==> src/rtl/cache_pkg.sv <==
// Shared types for the set-associative write-back data cache.
// FLUSH_SCAN only exists when CACHE_FLUSH_EN is defined.
package cache_pkg;

    typedef enum logic [2:0] {
        IDLE      = 3'd0,
        WB        = 3'd1,
        FILL_REQ  = 3'd2,
        FILL_WAIT = 3'd3
`ifdef CACHE_FLUSH_EN
        ,
        FLUSH_SCAN = 3'd4
`endif
    } cache_state_e;

    // Way-number width; a direct-mapped build still needs one bit.
    function automatic int way_bits(input int ways);
        return (ways > 1) ? $clog2(ways) : 1;
    endfunction

endpackage

==> src/rtl/cache_victim_sel.sv <==
// Victim pick for one set: lowest invalid way, else the round-robin
// pointer of that set; also owns the per-set pointers.
module cache_victim_sel #(
    parameter int INDEX_BITS = 2,
    parameter int WAYS       = 2,
    parameter int WAY_W      = 1
) (
    input  logic                  clk,
    input  logic                  reset,
    input  logic [INDEX_BITS-1:0] set_idx,
    input  logic [WAYS-1:0]       valid_vec,
    input  logic                  advance,
    output logic [WAY_W-1:0]      victim_way,
    output logic                  by_ptr
);

    localparam int SETS = 2 ** INDEX_BITS;

    logic [WAY_W-1:0] ptr [SETS];
    logic [WAY_W-1:0] first_inv;

    always_comb begin
        first_inv = '0;
        for (int w = WAYS - 1; w >= 0; w--) begin
            if (!valid_vec[w]) first_inv = WAY_W'(w);
        end
    end

    assign by_ptr     = &valid_vec;
    assign victim_way = by_ptr ? ptr[set_idx] : first_inv;

    always_ff @(posedge clk or posedge reset) begin
        if (reset) begin
            for (int s = 0; s < SETS; s++) ptr[s] <= '0;
        end else if (advance) begin
            ptr[set_idx] <= (WAYS == 1) ? '0 : ptr[set_idx] + 1'b1;
        end
    end

endmodule

==> src/rtl/ram_cache_assoc.sv <==
// N-way set-associative write-back, write-allocate cache in front of RAM port A.
// Define CACHE_FLUSH_EN to add the flush/flush_done dirty-line write-back engine.
module ram_cache_assoc
    import cache_pkg::*;
#(
    parameter int  DATA_WIDTH         = 16,
    parameter int  RAM_REGISTER_COUNT = 1024,
    parameter int  INDEX_BITS         = 2,
    parameter int  WAYS               = 2,
    localparam int ADDR_W             = $clog2(RAM_REGISTER_COUNT)
) (
    input  logic                  clk,
    input  logic                  reset,
    input  logic [ADDR_W-1:0]     cpu_data_addr,
    input  logic                  cpu_read_m,
    input  logic                  cpu_write_m,
    input  logic [DATA_WIDTH-1:0] cpu_out_m,
    output logic [DATA_WIDTH-1:0] cpu_in_m,
    output logic                  cpu_stall,
    input  logic [DATA_WIDTH-1:0] ram_in_m,
    output logic [DATA_WIDTH-1:0] ram_out_m,
    output logic                  ram_write_m,
    output logic [ADDR_W-1:0]     ram_data_addr
`ifdef CACHE_FLUSH_EN
    ,
    input  logic                  flush,
    output logic                  flush_done
`endif
);

    localparam int SETS  = 2 ** INDEX_BITS;
    localparam int TAG_W = ADDR_W - INDEX_BITS;
    localparam int WAY_W = way_bits(WAYS);

    typedef struct packed {
        logic                  valid;
        logic                  dirty;
        logic [TAG_W-1:0]      tag;
        logic [DATA_WIDTH-1:0] data;
    } cache_line_t;

    cache_line_t lines [SETS][WAYS];
    cache_state_e state;

    logic [WAY_W-1:0] vic_way_q;
    logic             vic_ptr_q;

    logic [INDEX_BITS-1:0] idx;
    logic [TAG_W-1:0]      tag;
    logic                  req;
    logic                  hit;
    logic                  miss;
    logic [WAY_W-1:0]      hit_way;
    logic [WAYS-1:0]       valid_vec;
    logic [WAY_W-1:0]      vic_way;
    logic                  vic_ptr;
    logic                  adv;
    cache_line_t           vic_line;

    assign idx  = cpu_data_addr[INDEX_BITS-1:0];
    assign tag  = cpu_data_addr[ADDR_W-1:INDEX_BITS];
    assign req  = cpu_read_m | cpu_write_m;
    assign miss = (state == IDLE) && req && !hit;
    assign adv  = (state == FILL_WAIT) && vic_ptr_q;

    // The CPU holds its address during a miss, so idx still selects the victim set.
    assign vic_line = lines[idx][vic_way_q];

    always_comb begin
        hit       = 1'b0;
        hit_way   = '0;
        valid_vec = '0;
        for (int w = 0; w < WAYS; w++) begin
            valid_vec[w] = lines[idx][w].valid;
            if (lines[idx][w].valid && lines[idx][w].tag == tag && !hit) begin
                hit     = 1'b1;
                hit_way = WAY_W'(w);
            end
        end
    end

    cache_victim_sel #(
        .INDEX_BITS(INDEX_BITS),
        .WAYS      (WAYS),
        .WAY_W     (WAY_W)
    ) u_victim (
        .clk       (clk),
        .reset     (reset),
        .set_idx   (idx),
        .valid_vec (valid_vec),
        .advance   (adv),
        .victim_way(vic_way),
        .by_ptr    (vic_ptr)
    );

`ifdef CACHE_FLUSH_EN
    localparam int WAY_B = $clog2(WAYS);

    logic [INDEX_BITS+WAY_B-1:0] scan_cnt;
    logic [INDEX_BITS-1:0]       scan_set;
    logic [WAY_W-1:0]            scan_way;
    logic                        any_dirty;
    logic                        flush_go;
    cache_line_t                 scan_line;

    assign scan_set = scan_cnt[INDEX_BITS+WAY_B-1:WAY_B];

    generate
        if (WAY_B == 0) begin : g_one_way
            assign scan_way = '0;
        end else begin : g_multi_way
            assign scan_way = scan_cnt[WAY_B-1:0];
        end
    endgenerate

    assign scan_line = lines[scan_set][scan_way];
    assign flush_go  = (state == IDLE) && flush && !miss;

    always_comb begin
        any_dirty = 1'b0;
        for (int s = 0; s < SETS; s++) begin
            for (int w = 0; w < WAYS; w++) begin
                if (lines[s][w].dirty) any_dirty = 1'b1;
            end
        end
    end

    assign flush_done = (state == IDLE) && !flush_go && !any_dirty;
    assign cpu_stall  = (state != IDLE) || miss || flush_go;
`else
    assign cpu_stall  = (state != IDLE) || miss;
`endif

    always_comb begin
        cpu_in_m      = '0;
        ram_write_m   = 1'b0;
        ram_data_addr = '0;
        ram_out_m     = '0;
        unique case (state)
            IDLE: begin
                if (cpu_read_m && !cpu_write_m && hit)
                    cpu_in_m = lines[idx][hit_way].data;
            end
            WB: begin
                ram_write_m   = 1'b1;
                ram_data_addr = {vic_line.tag, idx};
                ram_out_m     = vic_line.data;
            end
            FILL_REQ, FILL_WAIT: begin
                ram_data_addr = cpu_data_addr;
            end
`ifdef CACHE_FLUSH_EN
            FLUSH_SCAN: begin
                if (scan_line.dirty) begin
                    ram_write_m   = 1'b1;
                    ram_data_addr = {scan_line.tag, scan_set};
                    ram_out_m     = scan_line.data;
                end
            end
`endif
            default: ;
        endcase
    end

    always_ff @(posedge clk or posedge reset) begin
        if (reset) begin
            state     <= IDLE;
            vic_way_q <= '0;
            vic_ptr_q <= 1'b0;
`ifdef CACHE_FLUSH_EN
            scan_cnt  <= '0;
`endif
            for (int s = 0; s < SETS; s++) begin
                for (int w = 0; w < WAYS; w++) lines[s][w] <= '0;
            end
        end else begin
            unique case (state)
                IDLE: begin
                    if (miss) begin
                        vic_way_q <= vic_way;
                        vic_ptr_q <= vic_ptr;
                        if (lines[idx][vic_way].valid && lines[idx][vic_way].dirty)
                            state <= WB;
                        else
                            state <= FILL_REQ;
`ifdef CACHE_FLUSH_EN
                    end else if (flush_go) begin
                        scan_cnt <= '0;
                        state    <= FLUSH_SCAN;
`endif
                    end else if (cpu_write_m && hit) begin
                        lines[idx][hit_way].data  <= cpu_out_m;
                        lines[idx][hit_way].dirty <= 1'b1;
                    end
                end
                WB:       state <= FILL_REQ;
                FILL_REQ: state <= FILL_WAIT;
                FILL_WAIT: begin
                    // A write miss installs the CPU word directly; the fill data is dropped.
                    lines[idx][vic_way_q] <= '{
                        valid: 1'b1,
                        dirty: cpu_write_m,
                        tag:   tag,
                        data:  cpu_write_m ? cpu_out_m : ram_in_m
                    };
                    state <= IDLE;
                end
`ifdef CACHE_FLUSH_EN
                FLUSH_SCAN: begin
                    if (scan_line.dirty)
                        lines[scan_set][scan_way].dirty <= 1'b0;
                    if (&scan_cnt) state <= IDLE;
                    scan_cnt <= scan_cnt + 1'b1;
                end
`endif
                default: state <= IDLE;
            endcase
        end
    end

endmodule
==> config.mk <==
export PLATFORM = sky130hd
export DESIGN_NAME = ram_cache_assoc
export DESIGN_NICKNAME = d
export VERILOG_FILES = /design/src/rtl/cache_pkg.sv /design/src/rtl/cache_victim_sel.sv /design/src/rtl/ram_cache_assoc.sv
export SDC_FILE = /design/constraint.sdc
export NUM_CORES = 1
export LEC_CHECK = 0
export CAP_MARGIN = 10
export CORE_MARGIN = 3
export CORE_UTILIZATION = 60
export CTS_CLUSTER_SIZE = 28
export DETAILED_ROUTE_END_ITERATION = 6
export PLACE_DENSITY = 0.81
export SYNTH_ARGS = -nofsm -noshare
export SYNTH_HDL_FRONTEND = slang
export SYNTH_SLANG_ARGS = --single-unit
export TNS_END_PERCENT = 5
==> constraint.sdc <==
create_clock -name clk -period 7.2 [get_ports clk]
set_input_delay 0.72 -clock clk [delete_from_list [all_inputs] [get_ports clk]]
set_output_delay 0.72 -clock clk [all_outputs]
set_load 0.1 [all_outputs]
## After elaboration in Yosys (flattened, before gate mapping)

Index checks and enable logic that the tools add are counted.
Widths: inputs -> output; s select.

- Register bits: 217
- Input bits: 46
- Output and inout port bits: 44
- Logic and storage cells: 135

- $add $sub $neg: 1
- Magnitude comparators: 7
- Eq/ne operators: 8
- Multiplexer cells: 51
- Bitwise logic cells: 5
- Reductions and logical operators: 24

Operators by type and width:

| operator | number |
|---|---|
| $bwmux 208 | 3 |
| $mux 208 | 2 |
| $pmux 208 s2 | 1 |
| $demux 52 s2 | 3 |
| $mux 52 | 5 |
| $mux 16 | 8 |
| $bmux 52 s2 | 1 |
| $mux 26 | 4 |
| $demux 26 s1 | 3 |
| $mux 24 | 3 |
| $mux 25 | 1 |
| $pmux 10 s2 | 1 |
| $eq 8x8->1 | 2 |
| $logic_and 1x1->1 | 13 |
| $mux 1 | 10 |
| $pmux 3 s3 | 1 |
| $eq 3x2->1 const B | 2 |
| $ge 2x2->1 const B | 3 |
| $not 1->2 | 3 |
| $bwmux 4 | 1 |
| $lt 2x1->1 const B | 2 |
| $ne 2x2->1 const B | 2 |
| $reduce_and 2->1 | 2 |
| $eq 3x1->1 const B | 1 |
| 17 further kinds | 19 |

## Longest topological paths before layout

- Depth in word-level cells: 22
- Gate-level depth with buffers: 12
- Depth with buffers taken out: 9

## Hierarchy

A second synthesis with hierarchy kept.

- Cells, all modules: 1061
- Area total of the unflattened synthesis: 11999.0 µm²

By module, submodules not included:

| module | times used | cells each | area each (µm²) | seq. area each (µm²) |
|---|---|---|---|---|
| ram_cache_assoc | 1 | 1042 | 11778.8 | 5305.1 |
| cache_victim_sel | 1 | 19 | 220.2 | 100.1 |

## Worst setup path after synthesis

Ideal clock, no wire load.

- Kind: input port to output port
- Start: input cpu_data_addr[1]
- End: output ram_out_m[4]
- Arrival: 4765 ps
- Required time: 6480 ps
- Setup slack: 1715 ps
- Cell stages on the path: 9
- Buffers on the path: 6
- Cell sequence: buf_6 buf_2 buf_2 buf_2 buf_1 buf_1 mux4_2 nand2_1 a21boi_0

- Longest elaborated chain between the ends: 8

RTL lines:

| what | RTL line | text |
|---|---|---|
| start: declaration | ram_cache_assoc.sv:14 | `input logic [ADDR_W-1:0] cpu_data_addr,` |
| $not 2->3 (implied by the code) | ram_cache_assoc.sv:67 | `assign vic_line = lines[idx][vic_way_q];` |
| $bmux 52 s2 | ram_cache_assoc.sv:67 |  |
| $mux 52 (2 in a row) | - |  |
| $mux 24 (implied by the code) (3 in a row) | ram_cache_assoc.sv:67 |  |
| $mux 16 | ram_cache_assoc.sv:139 | `unique case (state)` |
| end: declaration | ram_cache_assoc.sv:21 | `output logic [DATA_WIDTH-1:0] ram_out_m,` |

No other way between the ends. The select of a mux whose other input is x is not followed.

## Worst setup path in the final report

- Start: input cpu_data_addr[0]
- End: output cpu_stall

- Longest elaborated chain between the ends: 13
- Elaborated cells on any way between the ends: 15
- Those cells by class: 2 x eq/ne; 5 x mux; 1 x bitwise; 7 x reduce/logical

RTL lines:

| what | RTL line | text |
|---|---|---|
| $not 2->3 (implied by the code) * | ram_cache_assoc.sv:75 | `if (lines[idx][w].valid && lines[idx][w].tag == tag && !hit) begin` |
| $bmux 52 s2 * | ram_cache_assoc.sv:75 |  |
| $mux 52 * (2 in a row) | - |  |
| $eq 8x8->1 | ram_cache_assoc.sv:75 |  |
| $logic_and 1x1->1 | ram_cache_assoc.sv:75 |  |
| $mux 1 | ram_cache_assoc.sv:75 |  |
| $logic_not 1->1 | ram_cache_assoc.sv:75 |  |
| $logic_and 1x1->1 | ram_cache_assoc.sv:75 |  |
| $mux 1 * | ram_cache_assoc.sv:75 |  |
| $logic_not 1->1 * | ram_cache_assoc.sv:63 | `assign miss = (state == IDLE) && req && !hit;` |
| $logic_and 1x1->1 * | ram_cache_assoc.sv:63 |  |
| $logic_or 1x1->1 * | ram_cache_assoc.sv:131 | `assign cpu_stall = (state != IDLE) \|\| miss;` |
| end: declaration | ram_cache_assoc.sv:19 | `output logic cpu_stall,` |

Mark *: on every way between the ends. The rest lies on a longest branch, timed or not. The select of a mux whose other input is x is not followed.

==> impl_metrics.tcl <==
set metrics [dict create \
    antenna_found_initial 0 \
    fp.dieW_um 150 \
    vias 10466 \
    drtIter0Drc 1362 \
    tightest_slew_ns 1.20 \
    finalCriticalPeriod_ns 5.42 \
    status "finished clean" \
    power.leakage_nw 6.22 \
    synth_warnings 0 \
    ctsResizeCount 0 \
    die_area_um2 22500 \
    io_buffers 89 \
    htreeDepth 1 \
    rr_startpoint "vic_way_q" \
    power_density_nw_per_um2 376 \
    netlist_area_um2 12500 \
    async_flop_share 1.00 \
    wl_per_cell_um 22.9 \
    vias_per_cell 6.65 \
    path_delay_family "buffers and inverters" \
    relSlewSlack 0.197 \
    start_util 0.614 \
    synth_area_leaders "dfrtp_1 (43%), mux4_2 (9.6%), a22o_1 (9.0%), nand2_1 (6.9%), mux2_2 (5.1%)" \
    overflow 0 \
    pin_count 90 \
    worstRegToRegCells 6 \
    ctsHoldBuffers 0 \
    cp_max_fo 35 \
    synth_top_area_frac 0.434 \
    syn_to_final_growth_pct 14.2 \
    cts_buffer_depth 3 \
    start_kind "input port" \
    nets 1337 \
    die_y_um 150 \
    clk_latency_ns 0.52 \
    setup_viol 0 \
    num_antenna_cells 0 \
    wl_mm 36.0 \
    p_total_mw 5.35 \
    rsz0062_at_grt "false" \
    numCtsBuffers 24 \
    finClkSkew_ns 0.0120 \
    final_layout_size_suffix_gt1_frac 0.178 \
    remaining_drc_errors 0 \
    postSynthNetCount 1306 \
    fin_tns_setup_ns 0 \
    synthTopCellsByCount "nand2_1 (228), dfrtp_1 (216), a22o_1 (128), nor2_1 (122), a21oi_1 (84)" \
    coreArea_um2 20300 \
    drt-pass1-iter-count 6 \
    rows 52 \
    r2r-end "lines[30]" \
    cts_tree "yes" \
    cp.depth 9 \
    crit_top_cell "buf_4" \
    layout_worst_path_cycle_share 0.752 \
    postCtsSetupRepairBufs 0 \
    yosysMostFrequentCell "nand2_1" \
    finalHoldViolations 0 \
    ys_types 44 \
    cp.arrival_ns 4.70 \
    critPathBufInv 3 \
    grt_pass1_wl_mm 57.3 \
    critPathCaptureType "output pin" \
    cts_root_buf "clkbuf_16" \
    synth_edf_count 0 \
    path_cells "buf_4 -> buf_4 -> mux4_2 -> xnor2_1 -> nand2_1 -> nor3_4 -> nor3_1 -> nand2b_1 -> clkdlybuf4s50_1" \
    synth_largest_area_cell "dfrtp_1" \
    ant_nets 0 \
    crit_path_start "cpu_data_addr[0]" \
    gp_congestion 0.894 \
    grt_use_total 0.323 \
    cpMaxStageDelayCell "clkdlybuf4s50_1" \
    ys_ff_latch 216 \
    required_ns 6.48 \
    seq_area_frac_synth 0.434 \
    dp_hpwl_mm 22.2 \
    slowest_delay_ns 1.16 \
    cp-endpoint "cpu_stall" \
    clk_pin_slew_ns 0.06 \
    maxCapViolations 0 \
    cts_sinks 216 \
    ff2ff_setup_slack_ns 3.28 \
    netlist_instances 1255 \
    max_freq_ghz 0.185 \
    grt_max_degree 133 \
    synth_flop_cell "dfrtp_1" \
    slew_viol_final 0 \
    synth_area_per_cell_um2 9.93 \
    ir_drop_mv 0.228 \
    min_path_type "reg -> reg" \
    hold_ws_ns 0.465 \
    crit_type "in -> out" \
    grt_pass1_vias 10340 \
]
## metrics by stage
| step | setup WS, ns | utilization | cell area (um^2) | instances |
|---|---|---|---|---|
| final | 1.78 | 0.701 | 14200 | 1573 |
| after global routing | 1.57 | 0.701 | 14200 | 1573 |
| after CTS | 1.79 | 0.701 | 14200 | 1573 |
| after detailed placement | 1.79 | 0.659 | 13400 | 1530 |
| after global placement | 1.85 | 0.659 | 13400 | 1530 |
| after floorplan | 0.572 | - | 12500 | 1255 |
## how the worst min path moves through the flow
stage                     slack (ns)  cells after the start       start          to
after floorplan                 0.43                      1  lines[103]  lines[103]
after global routing            0.49                      1   lines[77]   lines[77]
after CTS                       0.47                      1   lines[25]   lines[25]
after global placement          0.45                      1   lines[25]   lines[25]
after detailed placement        0.45                      1   lines[25]   lines[25]
final                           0.46                      1  lines[181]  lines[181]
## power by group
part,total [mW],internal (mW),switching [mW]
sequential,2.01,1.70,0.312
clock,1.30,0.806,0.491
combinational,2.04,0.804,1.23
total,5.35,3.31,2.04
## layout make-up
type                            count  area, um^2
Sequential cell                   216        5410
Tap cell                          270         338
Clock inverter                      3        65.1
Multi-Input combinational cell    920        6580
Clock buffer                       40         782
Timing Repair Buffer              109         993
Fill cell                        1523        6070
Inverter                           15        63.8
## state kept, by name, indices dropped and copies added (netlist names)
name and count:
lines 208, state 2, u_victim.ptr 4, vic_ptr_q 1, vic_way_q 1
## cell usage in the layout (no fill, tap or decap), drive strengths merged, types with 3 or more instances in the layout
cell type and instances:
clkbuf 40, mux2i 20, nand4 3, a21boi 16, and2 4, inv 15, xnor2 20, o21ai 75
nand2b 6, nor3 13, a31oi 17, mux4 53, ha 5, dfrtp 216, mux2 64, a21oi 84
or2 11, clkdlybuf4s50 71, nor2 122, a22oi 12, nand3 9, buf 38, a22o 128, nor2b 18
nand2 228
## cells by family (layout without fill, tap and decap cells)
group                    count (synthesis)  count (layout)  synth area share
AND/OR/NAND/NOR                        417             417             0.145
XOR/XNOR                                20              20            0.0141
adder cells (fa/ha/maj)                  5               5           0.00502
flip-flops                             216             216             0.434
buffers and inverters                  119             167            0.0405
AO/OA/AOI/OAI                          341             341             0.189
multiplexers                           137             137             0.172
## layer usage
metal  vias to the layer above  wire length, um  track usage
li1                       4561                -            -
met1                      5172            14700        0.476
met2                       635            16300        0.480
met3                        98             4220       0.0783
met4                         0              862       0.0984
met5                         -                0            0
Note: power is estimated with default switching activity, not from simulation.
